**config.mk**
```make
export PLATFORM = sky130hd
export DESIGN_NAME = m_button_input
export DESIGN_NICKNAME = d
export VERILOG_FILES = /design/src/rtl/m_button_input.sv
export SDC_FILE = /design/constraint.sdc
export NUM_CORES = 1
export LEC_CHECK = 0
export BUFFER_PORTS_ARGS = -buffer_cell sky130_fd_sc_hd__buf_2
export CORE_UTILIZATION = 50
export DETAILED_ROUTE_END_ITERATION = 10
export GPL_TIMING_DRIVEN = 0
export PLACE_DENSITY = 0.7
export SETUP_SLACK_MARGIN = 0.15
export SYNTH_ARGS = -nofsm -noshare
export SYNTH_HDL_FRONTEND = slang
export SYNTH_SLANG_ARGS = --single-unit
```
**constraint.sdc**
```tcl
create_clock -name w_clk -period 3 [get_ports w_clk]
set_input_delay 0.75 -clock w_clk [delete_from_list [all_inputs] [get_ports w_clk]]
set_output_delay 0.75 -clock w_clk [all_outputs]
set_load 0.02 [all_outputs]
```
**src/rtl/m_button_input.sv**
```systemverilog
// Push-button front end: 2-flop sync, per-button debounce, press detection and
// INC/DEC auto-repeat, producing single-cycle one-hot commands for the game controller.
module m_button_input #(
    parameter int DEBOUNCE_CYCLES = 1000000,
    parameter int REPEAT_DELAY    = 50000000,
    parameter int REPEAT_PERIOD   = 15000000
) (
    input  logic       w_clk,
    input  logic       w_rst,
    input  logic [2:0] i_btn,
    output logic [3:0] o_user_input,
    output logic [2:0] o_btn_level
);

    localparam int DB_W   = $clog2(DEBOUNCE_CYCLES + 1);
    localparam int RP_MAX = (REPEAT_DELAY > REPEAT_PERIOD) ? REPEAT_DELAY : REPEAT_PERIOD;
    localparam int RP_W   = $clog2(RP_MAX + 1);
    localparam logic [DB_W-1:0] DB_LAST  = DB_W'(DEBOUNCE_CYCLES - 1);
    localparam logic [RP_W-1:0] DLY_LAST = RP_W'(REPEAT_DELAY - 1);
    localparam logic [RP_W-1:0] PER_LAST = RP_W'(REPEAT_PERIOD - 1);

    typedef enum logic [1:0] {IDLE, DELAY, REPEAT} state_t;

    logic [2:0]      r_s1, r_s2, r_level_d;
    logic [2:0]      w_level, w_press;
    logic            w_ok, w_dec, w_inc;
    logic            w_held, w_abort, w_switch, w_cnt_last, w_rep;
    state_t          r_state;
    logic            r_dir;          // 0 = INC, 1 = DEC
    logic [RP_W-1:0] r_rcnt;
    logic [3:0]      r_out;

    always_ff @(posedge w_clk) begin
        if (w_rst) begin
            r_s1 <= '0;
            r_s2 <= '0;
        end else begin
            r_s1 <= i_btn;
            r_s2 <= r_s1;
        end
    end

    for (genvar g = 0; g < 3; g++) begin : g_db
        logic [DB_W-1:0] r_cnt;
        logic            r_lvl;
        always_ff @(posedge w_clk) begin
            if (w_rst) begin
                r_cnt <= '0;
                r_lvl <= 1'b0;
            end else if (r_s2[g] == r_lvl) begin
                r_cnt <= '0;
            end else if (r_cnt == DB_LAST) begin
                r_lvl <= r_s2[g];
                r_cnt <= '0;
            end else begin
                r_cnt <= r_cnt + DB_W'(1);
            end
        end
        assign w_level[g] = r_lvl;
    end

    // Lower-priority presses in the same cycle are dropped entirely, FSM included.
    assign w_press = w_level & ~r_level_d;
    assign w_ok    = w_press[2];
    assign w_dec   = w_press[1] & ~w_press[2];
    assign w_inc   = w_press[0] & ~w_press[1] & ~w_press[2];

    assign w_held     = r_dir ? w_level[1] : w_level[0];
    assign w_abort    = (r_state != IDLE) && (!w_held || (w_level[0] && w_level[1]));
    assign w_switch   = (r_state != IDLE) && (r_dir ? w_inc : w_dec);
    assign w_cnt_last = (r_state == DELAY)  ? (r_rcnt == DLY_LAST) :
                        (r_state == REPEAT) ? (r_rcnt == PER_LAST) : 1'b0;
    assign w_rep      = w_cnt_last && !w_abort && !w_switch;

    always_ff @(posedge w_clk) begin
        if (w_rst) begin
            r_level_d <= '0;
            r_state   <= IDLE;
            r_dir     <= 1'b0;
            r_rcnt    <= '0;
            r_out     <= '0;
        end else begin
            r_level_d <= w_level;
            if (w_ok)       r_out <= 4'b0100;
            else if (w_dec) r_out <= 4'b0010;
            else if (w_inc) r_out <= 4'b0001;
            else if (w_rep) r_out <= r_dir ? 4'b0010 : 4'b0001;
            else            r_out <= 4'b0000;

            case (r_state)
                IDLE: begin
                    r_rcnt <= '0;
                    if (w_inc || w_dec) begin
                        r_state <= DELAY;
                        r_dir   <= w_dec;
                    end
                end
                default: begin
                    if (w_abort) begin
                        r_state <= IDLE;
                        r_rcnt  <= '0;
                    end else if (w_switch) begin
                        r_state <= DELAY;
                        r_dir   <= ~r_dir;
                        r_rcnt  <= '0;
                    end else if (w_cnt_last) begin
                        r_state <= REPEAT;
                        r_rcnt  <= '0;
                    end else begin
                        r_rcnt <= r_rcnt + RP_W'(1);
                    end
                end
            endcase
        end
    end

    assign o_user_input = r_out;
    assign o_btn_level  = w_level;

endmodule

```
# Word level (Yosys, flattened, before mapping)
# Index checks and enable logic that the tools add are counted.
dict set report classes {
  addsub 4
  n_eq_ne 12
  muxes 18
  bitwise_logic 12
  n_reduce_logical 26
}
# cell n
set op_table {}
lappend op_table {{20-bit by 1-bit adder with 20-bit output (second input constant)} 3}
lappend op_table {{20-bit equality test (second input constant)} 3}
lappend op_table {{26-bit by 1-bit adder with 26-bit output (second input constant)} 1}
lappend op_table {{26-bit by 24-bit equality test with 1-bit output (second input constant)} 1}
lappend op_table {{26-bit equality test (second input constant)} 1}
lappend op_table {{2-bit 2-to-1 mux} 9}
lappend op_table {{3-bit OR reduction} 4}
lappend op_table {{5-bit OR reduction} 2}
lappend op_table {{1-bit 2-to-1 mux} 8}
lappend op_table {{2-bit AND reduction} 4}
lappend op_table {{1-bit inverter} 7}
lappend op_table {{1-bit logical AND} 5}
lappend op_table {{2-bit nonzero test} 2}
lappend op_table {{4-bit nonzero test} 1}
lappend op_table {{1-bit AND} 3}
lappend op_table {{3-bit AND} 1}
lappend op_table {{1-bit equality test} 3}
lappend op_table {{1-bit zero test} 3}
lappend op_table {{3-bit 2-to-1 mux} 1}
lappend op_table {{3-bit inverter} 1}
lappend op_table {{3-bit AND reduction} 1}
lappend op_table {{2-bit by 1-bit equality test with 1-bit output (second input constant)} 1}
lappend op_table {{2-bit equality test (second input constant)} 1}
lappend op_table {{2-bit zero test} 1}
lappend op_table {{other kinds (4)} 5}
dict set report word_totals {
  regBits 105
  inputBits 5
  output_inout_bits 7
}

# Longest topological paths before layout
# Gate-level depths: netlist of the first run.
dict set report depth {
  depth_word 13
  depth_mapped 8
  mapped_depth_nobuf 6
}

# Worst setup path before layout of the first run
# OpenSTA, ideal clock, no wires.
dict set report synth_path {
  kind {reg2reg}
  from {register r_rcnt[6]}
  to {register r_rcnt[17]}
  arrival_time_ps 1713
  required_ps 2886
  slack_ps 1173
  stages_incl_launch_ff 8
  path_cell_list {dfxtp_1 -> or4b_1 -> nor4_1 -> o2111a_2 -> or2_1 -> buf_6 -> buf_8 -> nor2_1}
}
dict set report synth_via {
  elab_chain_len 4
  elab_cells_between_ends 6
  cone_classes {add/sub (1); eq/ne (2); mux (2); reduce/logical (1)}
}
# item line_no
set synth_lines {}
lappend synth_lines {{start: declaration} 30} ;# logic [RP_W-1:0] r_rcnt;
lappend synth_lines {{start signal: assignment} 110} ;# r_rcnt <= r_rcnt + RP_W'(1);
lappend synth_lines {{parallel branches: the longest is 4 deep, another holds 26-bit by 1-bit adder with 26-bit output} -}
# Several ways; the timed one is not identified.
# A chain may end at the register's enable or synchronous reset.

# Worst setup path after layout of the first run
dict set report layout_path {
  from {register g_db[2].r_cnt[11]}
  to {register g_db[2].r_cnt[13]}
}
dict set report layout_via {
  elab_chain_len 2
  elab_cells_between_ends 3
  cone_classes {add/sub (1); eq/ne (1); reduce/logical (1)}
}
# item line_no
set layout_lines {}
lappend layout_lines {{start: declaration} 44} ;# logic [DB_W-1:0] r_cnt;
lappend layout_lines {{start signal: assignment} 56} ;# r_cnt <= r_cnt + DB_W'(1);
lappend layout_lines {{parallel branches: the longest is 2 deep, another holds 20-bit by 1-bit adder with 20-bit output} -}
# Several ways; the timed one is not identified.

==> results of run 1 <==
cells in the mapped netlist, types with 4 or more instances:
cell type and number:
nor2_1 106, dfxtp_1 104, xor2_1 58, nand3_1 34, nand2_1 26, nand4_1 25
xnor2_1 23, and3_1 17, nor2b_1 15, clkbuf_1 10, nor4_1 10, and4_1 8
nor3_1 8, inv_1 7, a21oi_1 4, buf_4 4, ha_1 4
logic make-up after synthesis:
group           Yosys count  synth area share (%)
mux                       3                 0.681
flops                   104                  47.2
compound gates            9                  1.42
buf+inv                  24                  2.84
xor+xnor                 81                  16.1
simple gates            268                  30.6
fa+ha+maj                 4                  1.13
other cells               1                0.0850
final cells by class:
type	instances	share of cell area, %
Timing Repair Buffer	10	1.05
Tap cell	105	2.75
Clock inverter	7	1.31
Buffer	17	2.07
Multi-Input combinational cell	366	46.1
Clock buffer	9	2.59
Sequential cell	104	43.6
Inverter	7	0.550
metal layers:
layer	part of all wire, %	global-route usage [%]
met4	1.1	5.22
met2	47	30.8
met3	2.2	5.21
met5	0	0
met1	49	22.3
registers in the layout (all words and copies together) (netlist names):
signal and flops:
g_db.r_cnt 60, g_db.r_lvl 3, o_user_input 3, r_dir 1, r_level_d 3, r_rcnt 26, r_s1 3, r_s2 3
r_state 2
power by group:
part           total, mW  leakage (nW)  switching (mW)  internal [mW]
Sequential          1.39         0.839         0.00289           1.38
Combinational     0.0233         0.686          0.0150        0.00824
Clock              0.816        0.0927           0.496          0.320
Total               2.23          1.62           0.514           1.71
stage by stage:
| stage | worst slack, ps | instance area (um^2) | total power, mW | util (%) |
|---|---|---|---|---|
| floorplan | 1170 | 4410 | 1.43 | - |
| global placement | 928 | 4590 | 1.44 | 54.8 |
| detailed placement | 912 | 4590 | 1.44 | 54.8 |
| CTS | 864 | 4780 | 2.26 | 57.0 |
| global route | 744 | 4780 | 2.32 | 57.0 |
| finish | 891 | 4780 | 2.23 | 57.0 |
worst min path at each step:
stage                  from               to  slack (ps)  cells after the start
2_1_floorplan  r_level_d[2]  o_user_input[2]         390                      1
5_1_grt        r_level_d[2]  o_user_input[2]         440                      1
4_1_cts        r_level_d[2]  o_user_input[2]         420                      1
3_3_place_gp   r_level_d[2]  o_user_input[2]         400                      1
6_report       r_level_d[2]  o_user_input[2]         420                      1
3_5_place_dp   r_level_d[2]  o_user_input[2]         410                      1
==> key figures, run 1 <==
Run status
  – Run status: complete, no violations

Setup path
  – CP Launch Type: register
  – CP Max Fanout: 10
  – CP endpoint kind: register
  – Reg2Reg Setup Slack: 890 ps
  – Critical path's slowest cell: or4b_1
  – Crit path DAT: 2360 ps
  – Worst path bufs/invs: 1
  – Kind of critical path: reg2reg
  – CP Depth: 6
  – R2r worst-path depth: 6
  – Worst Setup EP: g_db[2].r_cnt[13]
  – R2R Path Start: g_db[2].r_cnt[11]
  – Crit. Startpoint: g_db[2].r_cnt[11]
  – Crit-path max cell delay: 540 ps
  – CP Cell Sequence: or4b_1, nor4_1, nand4_1, nand2_2, buf_2, nor2_1
  – Crit-path leading delay family: simple AND/OR/NAND/NOR gates
  – RR Endpoint: g_db[2].r_cnt[13]
  – CP Data Required Time: 3250 ps

Drt
  – Vias per inst: 5.24
  – Initial drt markers: 100
  – Drt total wl: 7550 um
  – # DRC: 0
  – WL/cell: 12.1 um
  – 1st-pass router iterations: 4
  – Via count: 3274
  – Post-route ant nets: 0

CTS
  – Clk buf depth: 2
  – CTS sink count: 104
  – CTS Buf Count: 9
  – Root buf cell: clkbuf_8
  – H-tree levels: 3
  – Hold Buf Count CTS: 0
  – Skew-Pair Late Insertion Delay: 360 ps
  – Clock-pin slew on the worst setup and hold paths: 100 ps
  – CTS resizes: 0
  – CTS tree: yes
  – Post-CTS Repair Setup Buffers: 0

Synthesis
  – Yosys top cell area share: 47.2%
  – Synthesized area: 4410 um^2
  – Synth warnings: 0
  – Biggest area consumer among synthesized cells: dfxtp_1
  – Synth Area per Inst: 8.93 um^2
  – Sequential cell area fraction in the yosys report: 47.2%
  – Post-synthesis cell type count: 38
  – Post-synth EDFFs: 0
  – Syn_nets: 503
  – Synth area leaders: dfxtp_1, xor2_1, nor2_1
  – #FFs+latches synth: 104
  – Ys flop type: dfxtp_1
  – Synth async-reset ratio: 0%
  – Cells after Synth: 494

Timing
  – Final Skew: 14.4 ps
  – Hold WS: 423 ps
  – Worst-Margin Slew: 750 ps
  – Period utilization: 70.3%
  – Min Tclk post-route: 2110 ps
  – Fin. max-slew vios: 0
  – Final setup TNS: 0 ps
  – Slew headroom: 49.6%
  – Fmax: 474 MHz
  – RSZ-0062 raised after global routing: false
  – Setup violators final: 0
  – Hold Vio Cnt, Final: 0

Global route
  – Initial antenna violation count: 0
  – GRT Total Usage: 18.1%
  – Largest net degree at the start of global routing: 20
  – Grt ovf: 0
  – Vias in the first global route: 3022
  – First-pass GRT wire length: 13000 um

Power
  – Power Density: 466 nW/um^2
  – Leakage: 1.62 nW
  – IR drop worst, VDD: 0.257 mV

Finish
  – Commonest non-fill, non-tap cell in the layout: nor2_1
  – Most frequent cells in the layout: nor2_1, dfxtp_1, xor2_1
  – # fillers: 738
  – Antenna diode count: 0
  – Register area: 2080 um^2
  – Share of cells above drive strength 1: 7.12%
  – Layout Nets: 524
  – Area occupied by multi-input gates: 2200 um^2
  – P&R area growth vs syn: 8.34%
  – Layout Cells excl Fill: 625

Floorplanning
  – Die Ht: 95.9 um
  – Die W: 95.9 um
  – # IOs: 12
  – Row count: 33
  – Die area: 9200 um^2
  – Core area: 8380 um^2
  – Initial Utilization: 52.6%

Placement
  – Placed Cells incl. Taps: 609
  – PortBufs: 10
  – RePlAce Congestion: 0.808
  – DP HPWL: 5370 um

Flow run
  – Max Cap Viol: 0

Min path
  – Hold WC Path Type: reg2reg
Power figures use the tool's default switching activity.
==> run 2, diff against run 1 <==
- clock period: 3 -> 2.14 ns (I/O delays scaled with it)
==> run 2 against run 1 <==
  * Non-clock buffer count is 5 higher
  * Sequential share of layout area is 0.62 points lower
  * Total power up 41%
  * Wire length grew 2.8%
  * Worst hold slack got worse by 30 ps
  * Critical path depth increased by 1
  * Die area unchanged
  * Flip-flop and latch count unchanged
  * Largest cell class unchanged
  * Largest power group unchanged
  * Highest routed layer unchanged
==> key figures, run 2 (same netlist as run 1, synthesis figures left out) <==
Placement
  – Placed Area: 4590 um^2
  – RePlAce Congestion: 0.808
  – Placed Cells incl. Taps: 609
  – PortBufs: 10
  – DP HPWL: 5370 um

Timing
  – Setup violators final: 0
  – Min Tclk post-route: 1920 ps
  – Final setup TNS: 0 ps
  – Worst-Margin Slew: 699 ps
  – Period utilization: 89.8%
  – Hold Vio Cnt, Final: 0
  – RSZ-0062 raised after global routing: true
  – Final Skew: 15.8 ps
  – Fin. max-slew vios: 0
  – Slew headroom: 53.1%
  – Fmax: 520 MHz

Flow run
  – Max Cap Viol: 0

Floorplanning
  – Initial Utilization: 52.6%
  – Die Ht: 95.9 um
  – Die W: 95.9 um
  – Row count: 33
  – # IOs: 12
  – Die area: 9200 um^2
  – Core area: 8380 um^2

Drt
  – Drt total wl: 7760 um
  – # DRC: 0
  – Initial drt markers: 126
  – Post-route ant nets: 0
  – Via count: 3311
  – Vias per inst: 5.26
  – 1st-pass router iterations: 4
  – WL/cell: 12.3 um

Finish
  – # fillers: 732
  – Largest regs: g_db.r_cnt (60), r_rcnt (26)
  – Layout Nets: 529
  – Most frequent cells in the layout: nor2_1, dfxtp_1, xor2_1
  – Commonest non-fill, non-tap cell in the layout: nor2_1
  – Finished Core Util: 58.0%
  – Design area: 4860 um^2
  – P&R area growth vs syn: 10.2%
  – Antenna diode count: 0
  – Share of cells above drive strength 1: 10.7%
  – Top reg by flops: g_db.r_cnt
  – Max FFs per register: 60
  – Layout Cells excl Fill: 630

Power
  – Total Power: 3.13 mW
  – IR drop worst, VDD: 0.365 mV
  – Leakage: 1.67 nW
  – Power Density: 644 nW/um^2

Setup path
  – CP Cell Sequence: or4b_1, nor4_2, o2111a_2, or2_1, buf_6, buf_8, nor2_1
  – CP Data Required Time: 2390 ps
  – Crit path DAT: 2170 ps
  – R2r worst-path depth: 7
  – Critical path's slowest cell: or4b_1
  – CP Max Fanout: 10
  – CP Launch Type: register
  – Kind of critical path: reg2reg
  – CP endpoint kind: register
  – Crit-path max cell delay: 550 ps

CTS
  – H-tree levels: 3
  – Clock-pin slew on the worst setup and hold paths: 100 ps
  – CTS sink count: 104
  – CTS Buf Count: 9
  – Clk buf depth: 2
  – Skew-Pair Late Insertion Delay: 370 ps
  – Root buf cell: clkbuf_8
  – CTS tree: yes

Global route
  – Grt ovf: 0
  – Initial antenna violation count: 0
  – Largest net degree at the start of global routing: 20
  – First-pass GRT wire length: 13100 um
  – Vias in the first global route: 3038
  – GRT Total Usage: 18.2%

Min path
  – Hold WC Path Type: in2reg
  – Hold path depth: 2

Run status
  – Run status: complete, no violations
[run 2: cell types whose count changed in the layout (fill, tap and decap cells not counted), sizes merged]
| cell | delta |
|---|---|
| buf | +5 |
[run 2: final timing paths]
path / start / slack, ps / to
setup / recovery: r_rcnt[12] / 220 / r_rcnt[0]
hold / removal: i_btn[2] / 390 / r_s1[2]
setup reg to reg: r_rcnt[12] / 220 / r_rcnt[0]
hold reg to reg: r_level_d[2] / 420 / o_user_input[2]
[run 2: timing repair]
item                                    4_1_cts  5_1_grt
pin swaps                                     2        3
hold buffers                                  0        0
setup buffers                                 2        3
endpoints found under the setup margin       33       36
gates resized for setup                       7       13
[run 2: area by class of cell]
class	instances	area [um^2]	share of cell area, %
flip-flops and latches	104	2090	42.9
clock inverters	7	62.6	1.29
repair buffers	15	87.6	1.80
inverters	7	26.3	0.540
plain buffers	17	109	2.24
well taps	105	131	2.70
multi-input cells	366	2230	45.9
clock buffers	9	124	2.55
[run 2: per-layer routing]
| metal | up-vias | GRT usage (%) | wire (um) |
|---|---|---|---|
| li1 | 1717 | - | - |
| met1 | 1550 | 22.3 | 3820 |
| met2 | 35 | 31.1 | 3650 |
| met3 | 9 | 5.21 | 195 |
| met4 | 0 | 5.22 | 98 |
| met5 | - | 0 | 0 |
[run 2: stage by stage]
step / setup WS [ps] / hold WS [ps]
after global routing: 145 / 376
final: 219 / 393
after global placement: 68.1 / 404
after floorplan: 313 / 392
after detailed placement: 52.2 / 409
after CTS: 163 / 378
[run 2: report_power, final]
part	total, mW	internal (mW)	switching, mW
Sequential	1.94	1.94	0.00407
Clock	1.15	0.448	0.704
Combinational	0.0363	0.0141	0.0222
Total	3.13	2.40	0.730
[run 2: worst max-delay path: cells and delay by family (launching register included)]
family,cells,cell delay (ps)
compound gates,1,230
buf+inv,2,270
flops,1,360
simple gates,4,940
